[config.mk]
export PLATFORM = sky130hd
export DESIGN_NAME = hpu_sprite_fetch_flat
export DESIGN_NICKNAME = d
export VERILOG_FILES = /design/src/rtl/hpu_sprite_fetch_if.sv /design/src/rtl/hpu_sprite_fetch.sv /design/src/flat_wrapper.sv
export SDC_FILE = /design/constraint.sdc
export NUM_CORES = 2
export LEC_CHECK = 0
export CAP_MARGIN = 30
export CORE_ASPECT_RATIO = 0.5
export CORE_MARGIN = 3
export CORE_UTILIZATION = 35
export CTS_CLUSTER_SIZE = 30
export DETAILED_ROUTE_END_ITERATION = 7
export DONT_BUFFER_PORTS = 1
export GPL_ROUTABILITY_DRIVEN = 0
export PLACE_DENSITY = 0.47
export SYNTH_ARGS = -nofsm -noshare
export SYNTH_HDL_FRONTEND = slang
export SYNTH_SLANG_ARGS = --single-unit
[constraint.sdc]
create_clock -name clk -period 124.3 [get_ports clk]
set_clock_uncertainty 0.2 [all_clocks]
set_input_delay 24.86 -clock clk [delete_from_list [all_inputs] [get_ports clk]]
set_output_delay 24.86 -clock clk [all_outputs]
set_load 0.01 [all_outputs]
[src/rtl/hpu_sprite_fetch_if.sv]
// Memory read port of the sprite fetcher: request/grant handshake with
// read data returned the cycle after a granted request.
interface hpu_sprite_fetch_if;
  logic        mem_req;
  logic        mem_gnt;
  logic [15:0] addr_out;
  logic [7:0]  data_in;

  modport master (output mem_req, output addr_out, input mem_gnt, input data_in);
  modport slave  (input mem_req, input addr_out, output mem_gnt, output data_in);
endinterface

[src/rtl/hpu_sprite_fetch.sv]
// Per-line sprite evaluator/fetcher: scans OAM for next_line, fetches rows into
// shadow slots, promotes them on line_swap and composites them over the tile pixel.
module hpu_sprite_fetch #(
  parameter int unsigned NUM_ENGINES = 16,
  parameter int unsigned NUM_SPRITES = 64,
  parameter logic [15:0] OAM_BASE    = 16'hFE00,
  parameter logic [15:0] TILE_BASE   = 16'h8000
) (
  input  logic                clk,
  input  logic                reset,
  input  logic                line_start,
  input  logic [7:0]          next_line,
  input  logic                line_swap,
  input  logic [7:0]          column,
  input  logic [4:0]          tile_pixel_in,
  output logic [2:0]          pixel_out,
  output logic [1:0]          pallet_out,
  hpu_sprite_fetch_if.master  bus,
  output logic                busy,
  output logic                overflow
);

  localparam int unsigned EW = (NUM_SPRITES > 1) ? $clog2(NUM_SPRITES) : 1;
  localparam int unsigned CW = $clog2(NUM_ENGINES + 1);

  typedef enum logic [2:0] {IDLE, RD_Y, RD_X, RD_T, RD_A, RD_R0, RD_R1, RD_R2} state_t;

  typedef struct packed {
    logic        v;
    logic [7:0]  x;
    logic [1:0]  pal;
    logic        flip;
    logic [23:0] row;
  } slot_t;

  state_t         state_q, state_d;
  logic           dat_q, dat_d;
  logic [EW-1:0]  ent_q, ent_d;
  logic [7:0]     line_q, line_d;
  logic [7:0]     x_q, x_d;
  logic [7:0]     t_q, t_d;
  logic [2:0]     att_q, att_d;
  logic [2:0]     row_q, row_d;
  logic [7:0]     r0_q, r0_d;
  logic [7:0]     r1_q, r1_d;
  logic [CW-1:0]  cnt_q, cnt_d;
  logic           ovf_q, ovf_d;
  logic [2:0]     pix_q, pix_d;
  logic [1:0]     pal_q, pal_d;
  slot_t          sh_q [NUM_ENGINES];
  slot_t          sh_d [NUM_ENGINES];
  slot_t          dp_q [NUM_ENGINES];
  slot_t          dp_d [NUM_ENGINES];

  logic           req;
  logic [15:0]    addr;

  // Scan/fetch sequencer; every read is a request phase then a data phase (dat_q).
  always_comb begin
    logic       next_entry;
    logic [7:0] diff;
    state_d    = state_q;
    dat_d      = dat_q;
    ent_d      = ent_q;
    line_d     = line_q;
    x_d        = x_q;
    t_d        = t_q;
    att_d      = att_q;
    row_d      = row_q;
    r0_d       = r0_q;
    r1_d       = r1_q;
    cnt_d      = cnt_q;
    ovf_d      = ovf_q;
    sh_d       = sh_q;
    dp_d       = dp_q;
    next_entry = 1'b0;
    diff       = line_q - bus.data_in;

    // Swap reads the pre-update shadow, so a coincident line_start still hands over the old line.
    if (line_swap) dp_d = sh_q;

    if (line_start) begin
      state_d = RD_Y;
      dat_d   = 1'b0;
      ent_d   = '0;
      line_d  = next_line;
      cnt_d   = '0;
      ovf_d   = 1'b0;
      sh_d    = '{default: '0};
    end else if (state_q != IDLE) begin
      if (!dat_q) begin
        if (bus.mem_gnt) dat_d = 1'b1;
      end else begin
        dat_d = 1'b0;
        unique case (state_q)
          RD_Y: begin
            if (diff < 8'd8) begin
              row_d   = diff[2:0];
              state_d = RD_X;
            end else begin
              next_entry = 1'b1;
            end
          end
          RD_X: begin
            x_d     = bus.data_in;
            state_d = RD_T;
          end
          RD_T: begin
            t_d     = bus.data_in;
            state_d = RD_A;
          end
          RD_A: begin
            att_d = bus.data_in[2:0];
            if (!bus.data_in[7]) begin
              next_entry = 1'b1;
            end else if (cnt_q == CW'(NUM_ENGINES)) begin
              ovf_d   = 1'b1;
              state_d = IDLE;
            end else begin
              state_d = RD_R0;
            end
          end
          RD_R0: begin
            r0_d    = bus.data_in;
            state_d = RD_R1;
          end
          RD_R1: begin
            r1_d    = bus.data_in;
            state_d = RD_R2;
          end
          RD_R2: begin
            for (int unsigned k = 0; k < NUM_ENGINES; k++) begin
              if (CW'(k) == cnt_q) begin
                sh_d[k] = '{v: 1'b1, x: x_q, pal: att_q[1:0], flip: att_q[2],
                            row: {bus.data_in, r1_q, r0_q}};
              end
            end
            cnt_d      = cnt_q + 1'b1;
            next_entry = 1'b1;
          end
          default: ;
        endcase
        if (next_entry) begin
          if (ent_q == EW'(NUM_SPRITES - 1)) begin
            state_d = IDLE;
          end else begin
            ent_d   = ent_q + 1'b1;
            state_d = RD_Y;
          end
        end
      end
    end
  end

  always_comb begin
    logic [15:0] oam_a;
    logic [15:0] row_a;
    oam_a = OAM_BASE + (16'(ent_q) << 2);
    row_a = TILE_BASE + 16'(t_q) * 16'd24 + 16'(row_q) * 16'd3;
    req   = (state_q != IDLE) && !dat_q;
    addr  = '0;
    if (req) begin
      unique case (state_q)
        RD_Y:    addr = oam_a;
        RD_X:    addr = oam_a + 16'd1;
        RD_T:    addr = oam_a + 16'd2;
        RD_A:    addr = oam_a + 16'd3;
        RD_R0:   addr = row_a;
        RD_R1:   addr = row_a + 16'd1;
        RD_R2:   addr = row_a + 16'd2;
        default: addr = '0;
      endcase
    end
  end

  // Lowest-numbered valid slot with an opaque pixel at this column wins.
  always_comb begin
    logic       found;
    logic [7:0] dx;
    logic [2:0] pidx;
    logic [2:0] spx;
    found = 1'b0;
    dx    = '0;
    pidx  = '0;
    spx   = '0;
    pix_d = tile_pixel_in[2:0];
    pal_d = tile_pixel_in[4:3];
    for (int unsigned k = 0; k < NUM_ENGINES; k++) begin
      dx   = column - dp_q[k].x;
      pidx = dp_q[k].flip ? ~dx[2:0] : dx[2:0];
      spx  = 3'(dp_q[k].row >> (5'(pidx) * 5'd3));
      if (!found && dp_q[k].v && dx < 8'd8 && spx != 3'd0) begin
        found = 1'b1;
        pix_d = spx;
        pal_d = dp_q[k].pal;
      end
    end
  end

  always_ff @(posedge clk or posedge reset) begin
    if (reset) begin
      state_q <= IDLE;
      dat_q   <= 1'b0;
      ent_q   <= '0;
      line_q  <= '0;
      x_q     <= '0;
      t_q     <= '0;
      att_q   <= '0;
      row_q   <= '0;
      r0_q    <= '0;
      r1_q    <= '0;
      cnt_q   <= '0;
      ovf_q   <= 1'b0;
      pix_q   <= '0;
      pal_q   <= '0;
      sh_q    <= '{default: '0};
      dp_q    <= '{default: '0};
    end else begin
      state_q <= state_d;
      dat_q   <= dat_d;
      ent_q   <= ent_d;
      line_q  <= line_d;
      x_q     <= x_d;
      t_q     <= t_d;
      att_q   <= att_d;
      row_q   <= row_d;
      r0_q    <= r0_d;
      r1_q    <= r1_d;
      cnt_q   <= cnt_d;
      ovf_q   <= ovf_d;
      pix_q   <= pix_d;
      pal_q   <= pal_d;
      sh_q    <= sh_d;
      dp_q    <= dp_d;
    end
  end

  assign bus.mem_req  = req;
  assign bus.addr_out = addr;
  assign pixel_out    = pix_q;
  assign pallet_out   = pal_q;
  assign busy         = (state_q != IDLE);
  assign overflow     = ovf_q;

endmodule

[src/flat_wrapper.sv]
// flat-port wrapper written by rule: the top's interface ports become plain ports
module hpu_sprite_fetch_flat 
#(
  parameter int unsigned NUM_ENGINES = 16,
  parameter int unsigned NUM_SPRITES = 64,
  parameter logic [15:0] OAM_BASE    = 16'hFE00,
  parameter logic [15:0] TILE_BASE   = 16'h8000
)
  (clk, reset, line_start, next_line, line_swap, column, tile_pixel_in, pixel_out, pallet_out, busy, overflow, bus_mem_req, bus_addr_out, bus_mem_gnt, bus_data_in);
  hpu_sprite_fetch_if bus_i ();
  input  logic clk;
  input  logic reset;
  input  logic line_start;
  input  logic [7:0] next_line;
  input  logic line_swap;
  input  logic [7:0] column;
  input  logic [4:0] tile_pixel_in;
  output logic [2:0] pixel_out;
  output logic [1:0] pallet_out;
  output logic busy;
  output logic overflow;
  output wire logic [$bits(bus_i.mem_req)-1:0] bus_mem_req;
  output wire logic [$bits(bus_i.addr_out)-1:0] bus_addr_out;
  input wire logic [$bits(bus_i.mem_gnt)-1:0] bus_mem_gnt;
  input wire logic [$bits(bus_i.data_in)-1:0] bus_data_in;
  assign bus_mem_req = bus_i.mem_req;
  assign bus_addr_out = bus_i.addr_out;
  assign bus_i.mem_gnt = bus_mem_gnt;
  assign bus_i.data_in = bus_data_in;
  hpu_sprite_fetch #(.NUM_ENGINES(NUM_ENGINES), .NUM_SPRITES(NUM_SPRITES), .OAM_BASE(OAM_BASE), .TILE_BASE(TILE_BASE)) u_core (.clk(clk), .reset(reset), .line_start(line_start), .next_line(next_line), .line_swap(line_swap), .column(column), .tile_pixel_in(tile_pixel_in), .pixel_out(pixel_out), .pallet_out(pallet_out), .bus(bus_i), .busy(busy), .overflow(overflow));
endmodule
# Yosys cells after proc, flatten, opt, wreduce, memory -nomap -nowiden
# Cells that the tools add are included.
dict set report op_classes {
  n_addsub 27
  multipliers 18
  magnitude_cmp 17
  n_eq_ne 27
  shifts 16
  muxes 119
  bitwise_logic 17
  n_reduce_logical 132
}
# op n
set ops {}
lappend ops {{$mux 576} 4}
lappend ops {{$mux 36} 16}
lappend ops {{$shr 24x5->3} 16}
lappend ops {{$lt 8x4->1 const B} 17}
lappend ops {{$sub 8x8->8} 17}
lappend ops {{$mux 3} 39}
lappend ops {{$pmux 16 s7} 1}
lappend ops {{$reduce_and 4->1} 22}
lappend ops {{$mul 3x2->5 const B} 17}
lappend ops {{$reduce_bool 3->1} 17}
lappend ops {{$add 16x2->16 const B} 3}
lappend ops {{$logic_and 1x1->1} 48}
lappend ops {{$not 3->3} 16}
lappend ops {{$reduce_bool 2->1} 23}
lappend ops {{$eq 4x5->1 const A} 8}
lappend ops {{$add 16x1->16 const B} 2}
lappend ops {{$mux 2} 16}
lappend ops {{$mux 1} 31}
lappend ops {{$mux 6} 5}
lappend ops {{$eq 3x5->1 const A} 4}
lappend ops {{$mux 5} 4}
lappend ops {{$pmux 3 s6} 1}
lappend ops {{$add 16x13->16 const A} 1}
lappend ops {{$add 16x5->16} 1}
lappend ops {{other kinds (22)} 44}
dict set report totals {
  register_bits 1219
  in_bits 34
  output_inout_bits 24
  wordCells 547
}

# Depth between registers and ports, before layout
dict set report logic_depth {
  ltp_word 83
  mapped_depth 19
  depth_no_buf 16
}

# Worst setup path after synthesis
# Ideal clock, no wire load.
dict set report synth_timing {
  kind {input to register}
  from {input column[0]}
  to {register u_core.pix_q[0] (netlist: u_core.pixel_out[0])}
  setup_time_ns 0.139
  arrival_time_ns 28.862
  t_required_ns 123.961
  slack_ns 95.099
  stages 15
  n_path_buf 2
  cell_sequence {inv_1 -> ha_1 -> inv_1 -> fa_1 -> xnor3_1 -> mux4_2 -> or3_1 -> a22oi_2 -> and4b_1 -> buf_4 -> nand4b_2 -> buf_6 -> nor3_4 -> o22ai_1 -> or4_1}
}
dict set report synth_between {
  elab_chain_len 83
}
# item line_no
set synth_rtl {}
lappend synth_rtl {{start, declared} flat_wrapper.sv:16} ;# input logic [7:0] column;
lappend synth_rtl {{$sub 8x8->8} hpu_sprite_fetch.sv:189} ;# dx = column - dp_q[k].x;
lappend synth_rtl {{$not 3->3} hpu_sprite_fetch.sv:190} ;# pidx = dp_q[k].flip ? ~dx[2:0] : dx[2:0];
lappend synth_rtl {{$mux 3} hpu_sprite_fetch.sv:190}
lappend synth_rtl {{$mul 3x2->5} hpu_sprite_fetch.sv:191} ;# spx = 3'(dp_q[k].row >> (5'(pidx) * 5'd3));
lappend synth_rtl {{$shr 24x5->3} hpu_sprite_fetch.sv:191}
lappend synth_rtl {{$reduce_bool 3->1} hpu_sprite_fetch.sv:192} ;# if (!found && dp_q[k].v && dx < 8'd8 && spx != 3'd0) begin
lappend synth_rtl {{$logic_and 1x1->1} hpu_sprite_fetch.sv:192}
lappend synth_rtl {{$mux 1} hpu_sprite_fetch.sv:192}
lappend synth_rtl {{[64 not listed]} n/a}
lappend synth_rtl {{$mux 1} hpu_sprite_fetch.sv:192}
lappend synth_rtl {{$logic_not 1->1} hpu_sprite_fetch.sv:192}
lappend synth_rtl {{$logic_and 1x1->1 (3 in a row)} hpu_sprite_fetch.sv:192}
lappend synth_rtl {{$mux 1} hpu_sprite_fetch.sv:192}
lappend synth_rtl {{$logic_not 1->1} hpu_sprite_fetch.sv:192}
lappend synth_rtl {{$logic_and 1x1->1 (3 in a row)} hpu_sprite_fetch.sv:192}
lappend synth_rtl {{$mux 3 *} hpu_sprite_fetch.sv:192}
lappend synth_rtl {{via u_core.pix_d[0]} hpu_sprite_fetch.sv:48} ;# logic [2:0] pix_q, pix_d;
lappend synth_rtl {{end signal, assigned} hpu_sprite_fetch.sv:231} ;# pix_q <= pix_d;
lappend synth_rtl {{end, declared} hpu_sprite_fetch.sv:48}
# The timed path passes the listed nets; every way through them passes the cells marked *.
# A chain may end at the register's enable or synchronous reset.

# Final worst setup path
dict set report layout_timing {
  from {input column[0]}
  to {register u_core.pix_q[2] (netlist: u_core.pixel_out[2])}
}
# The elaborated chain is that of the path after synthesis.

==> flow_summary.rst <==
.. list-table::
   :header-rows: 1

   * - Metric
     - Value
   * - Number of buffers and inverters on the critical path
     - 3
   * - Violated checks
     - max-slew violations
   * - Largest incremental delay on the critical path
     - 0.75 ns
   * - Max-slew headroom
     - -75.7%
   * - Top routing layer used
     - met4
   * - CTS tree
     - yes
   * - Routed via count
     - 41.9k
   * - Crit path launch type
     - input pin
   * - Proportion of synthesized chip area in sequential cells
     - 52.1%
   * - Async SR Flop Fraction
     - 100%
   * - Relative contribution of the clock network to total power
     - 46.4%
   * - Run status
     - finished, violations left
   * - Die area
     - 173000 sq um
   * - Global-route wire length before repair
     - 282000 um
   * - DRC violation count after routing
     - 0
   * - Design Area, Final
     - 65000 sq um
   * - R2R Path Start
     - u_core.dp_q[459]
   * - Maximum level of the CTS H-tree
     - 3
   * - Instance count of the mapped netlist
     - 5582
   * - Top-level port count
     - 58
   * - All-Layer GR Usage
     - 21.8%
   * - Met3 Routed Length
     - 11200 um
   * - Detailed placement HPWL
     - 109000 um
   * - Number of synthesized flops with an enable pin
     - 0
   * - Combined area of all synthesized cells
     - 58600 sq um
   * - Yosys warns
     - 0
   * - VDD IR max
     - 0.0000116 V
   * - Commonest register cell after synthesis
     - dfrtp_1
   * - Register-to-register path setup slack
     - 118.83 ns
   * - Cell internal pwr
     - 0.000635 W
   * - Placeable core area
     - 165000 sq um
   * - Proportion of total power due to net switching
     - 23.0%
   * - Via count of the first global-routing pass
     - 41.3k
   * - Power density over the cells
     - 12.7 nW/um^2
   * - CP Cell Sequence
     - inv_2 -> buf_4 -> ha_1 -> inv_1 -> fa_1 -> xnor2_1 -> xnor2_1 -> mux2i_1 -> a22oi_1 -> o211ai_1 -> a31oi_1 -> and4b_1 -> o311a_1 -> a311oi_1 -> o21bai_1 -> a31oi_1 -> a21oi_1
   * - Post-CTS repair timing setup buffer count
     - 0
   * - Pre-CTS WS
     - 93.72 ns
   * - Final hold violation count
     - 0
   * - R2r worst-path depth
     - 15
   * - CTS-repair resized insts
     - 0
   * - Maximum fanout along the worst path
     - 17
   * - Maximum operating frequency
     - 33.4 MHz
   * - Synth unique cells
     - 86
   * - Hold path cells
     - 2
   * - Leakage Power
     - 28.5 nW
   * - Clk buf depth
     - 3
   * - Endpoint class of the critical path
     - flop
   * - Final Net Count
     - 5627
   * - Endpoint arrival time on the critical path
     - 30.31 ns
   * - First-pass detailed-route iteration total
     - 6
   * - Number of antenna violations at the first check in global routing
     - 21
   * - Aggregate global routing overflow
     - 0
   * - Fin. max-slew vios
     - 512
   * - Site Rows
     - 105
   * - Overall routed net length
     - 188000 um
   * - Worst-skew pair later-pin latency
     - 0.74 ns
   * - Number of DRC markers after the initial detailed-route iteration
     - 3771
   * - RSZ-0062 raised after global routing
     - no
   * - TritonCTS Sinks
     - 1219
   * - Setup-failing EPs final
     - 0
   * - Worst hold path class
     - flop to flop
   * - Hold Buf Count CTS
     - 0
   * - Required time at the worst-slack endpoint
     - 124.68 ns
   * - DRT met1 WL
     - 89300 um
   * - Clock buffer count from CTS
     - 119
   * - Clock-pin slew on the worst setup and hold paths
     - 0.06 ns
   * - Relative contribution of combinational cells to total power
     - 5.1%
   * - Mean post-synth cell area
     - 10.5 sq um
   * - Initial standard-cell utilization of the core
     - 35.5%
   * - Antenna-violating nets left
     - 0
   * - Psw
     - 0.000190 W
   * - Slowest library cell on the worst path
     - a311oi_1
   * - Met2 Wirelength
     - 84100 um
   * - Root Driver
     - clkbuf_16
   * - Die Wd
     - 585 um
   * - Fraction of layout cells with a size suffix above 1
     - 17.6%
   * - Proportion of power drawn by flip-flops and latches
     - 48.4%
   * - Top cell family by delay on the critical path
     - compound AO/OA/AOI/OAI gates
   * - Nets in the synthesized netlist
     - 5778
   * - Start-to-end type of the worst setup path
     - input pin to flop
   * - Worst hold start
     - u_core.sh_q[211]
   * - Fraction of the cycle the final worst path needs
     - 24.1%
   * - Seq cells post-synth
     - 1219
   * - R2r endpoint
     - u_core.pallet_out[0]
   * - Die extent in y
     - 295 um
   * - Maximum number of pins on one net before global-route repair
     - 681
   * - Worst Tran Pin Value
     - 2.64 ns
   * - Number of buffer cells added on primary ports
     - 0
   * - Post-route setup TNS
     - 0 ns
   * - Endpoint of the worst hold-timing path
     - u_core.dp_q[211]
   * - Ratio of routed vias to standard cells
     - 5.42
   * - # Max-Cap Violations
     - 0
   * - Setup WS post-layout
     - 94.38 ns
   * - Routed length per placed instance
     - 24.4 um
   * - Area added between synthesis and finish
     - 11.0%
   * - Final worst path period need
     - 29.92 ns
   * - Total cell area at the placement stage
     - 60700 sq um
[sequential cells by signal, indices dropped and copies added, names as in the netlist, 2 cells and up]
signal and count:
u_core.r0_q 8, u_core.line_q 8, u_core.row_q 3, u_core.t_q 8, u_core.att_q 3, u_core.cnt_q 5
u_core.sh_q 576, u_core.state_q 3, u_core.dp_q 576, u_core.x_q 8, u_core.ent_q 6, u_core.r1_q 8
u_core.pallet_out 2, u_core.pixel_out 3
[power by group through the flow]
stage,Combinational (W),Sequential (W),Clock (W)
global placement,0.0000410,0.000407,0
finish,0.0000424,0.000400,0.000383
floorplan,0.0000387,0.000407,0
global route,0.0000474,0.000400,0.000408
CTS,0.0000422,0.000400,0.000392
detailed placement,0.0000420,0.000407,0
[how the worst max path moves through the flow]
stage / endpoint / cells after the start / from / slack [ns]
after global placement: u_core.pallet_out[0] / 17 / column[0] / 93.82
final: u_core.pixel_out[2] / 17 / column[0] / 94.38
after floorplan: u_core.att_q[0] / 1 / reset / 64.89
after detailed placement: u_core.pixel_out[0] / 16 / column[0] / 93.72
after CTS: u_core.pixel_out[2] / 17 / column[0] / 94.54
after global routing: u_core.pixel_out[0] / 16 / column[0] / 94.18
[worst min-delay path, delay by kind of cell (launching register included)]
| family | cells | cell delay (ns) |
|---|---|---|
| AOI/OAI and AO/OA | 1 | 0.06 |
| DFF | 1 | 0.35 |
| and+or+nand+nor | 1 | 0.05 |
[layout make-up]
| cell class | count | area [sq um] |
|---|---|---|
| inverters | 188 | 713 |
| multi-input cells | 3815 | 26100 |
| fillers | 15900 | 100000 |
| diodes | 3 | 7.51 |
| clock inverters | 38 | 520 |
| flip-flops and latches | 1219 | 30500 |
| repair buffers | 88 | 866 |
| well taps | 2193 | 2740 |
| clock buffers | 184 | 3590 |
[through the flow]
stage               util [%]  total power (W)  hold slack [ns]  cells
floorplan                  -         0.000446            0.253   5582
global placement        36.7         0.000448            0.262   7487
detailed placement      36.8         0.000449            0.268   7495
CTS                     39.3         0.000834            0.281   7717
global route            39.4         0.000855            0.306   7725
finish                  39.4         0.000825            0.279   7728
[cell families (layout without fill, tap and decap cells)]
logic type | count (synthesis) | after routing | share of synthesized area, %
adders and majority gates | 162 | 162 | 3.70
AOI/OAI and AO/OA | 1097 | 1097 | 10.5
buffers and inverters | 548 | 498 | 3.58
xor gates and xnor gates | 121 | 121 | 1.88
muxes | 714 | 714 | 16.2
other | 0 | 3 | 0
and+or+nand+nor | 1721 | 1721 | 12.1
DFF | 1219 | 1219 | 52.1
[synthesized netlist by cell type (all sizes together), types with 16 or more instances]
cell	number	area, sq um
nand2	1350	5070
dfrtp	1219	30500
a21oi	657	3290
mux2	511	5750
clkbuf	342	1280
o21ai	205	1030
inv	188	706
nor2	147	552
ha	143	1790
mux4	134	3030
mux2i	69	691
xor2	61	534
xnor2	57	499
nor2b	37	231
a21o	34	255
nand3	33	165
nor3	25	136
o21a	23	173
nand2b	22	138
a211oi	20	150
fa	19	380
a31oi	18	119
buf	18	111
or3	17	111
a21boi	16	120
o211ai	16	120
[cell usage in the layout, fill, tap and decap left out, drive strengths merged, types with 37 or more instances in the layout]
cell	count
a21oi	657
buf	87
clkbuf	185
dfrtp	1219
ha	143
inv	189
mux2	511
mux2i	69
mux4	134
nand2	1350
nor2	147
nor2b	37
o21ai	205
xnor2	57
xor2	61
[layer usage]
layer | up-vias | global-route usage [%]
li1 | 18800 | -
met2 | 1096 | 33.4
met3 | 211 | 3.15
met4 | 0 | 4.63
met1 | 21700 | 32.6
met5 | - | 0
Note: power is estimated with default switching activity, not from simulation.
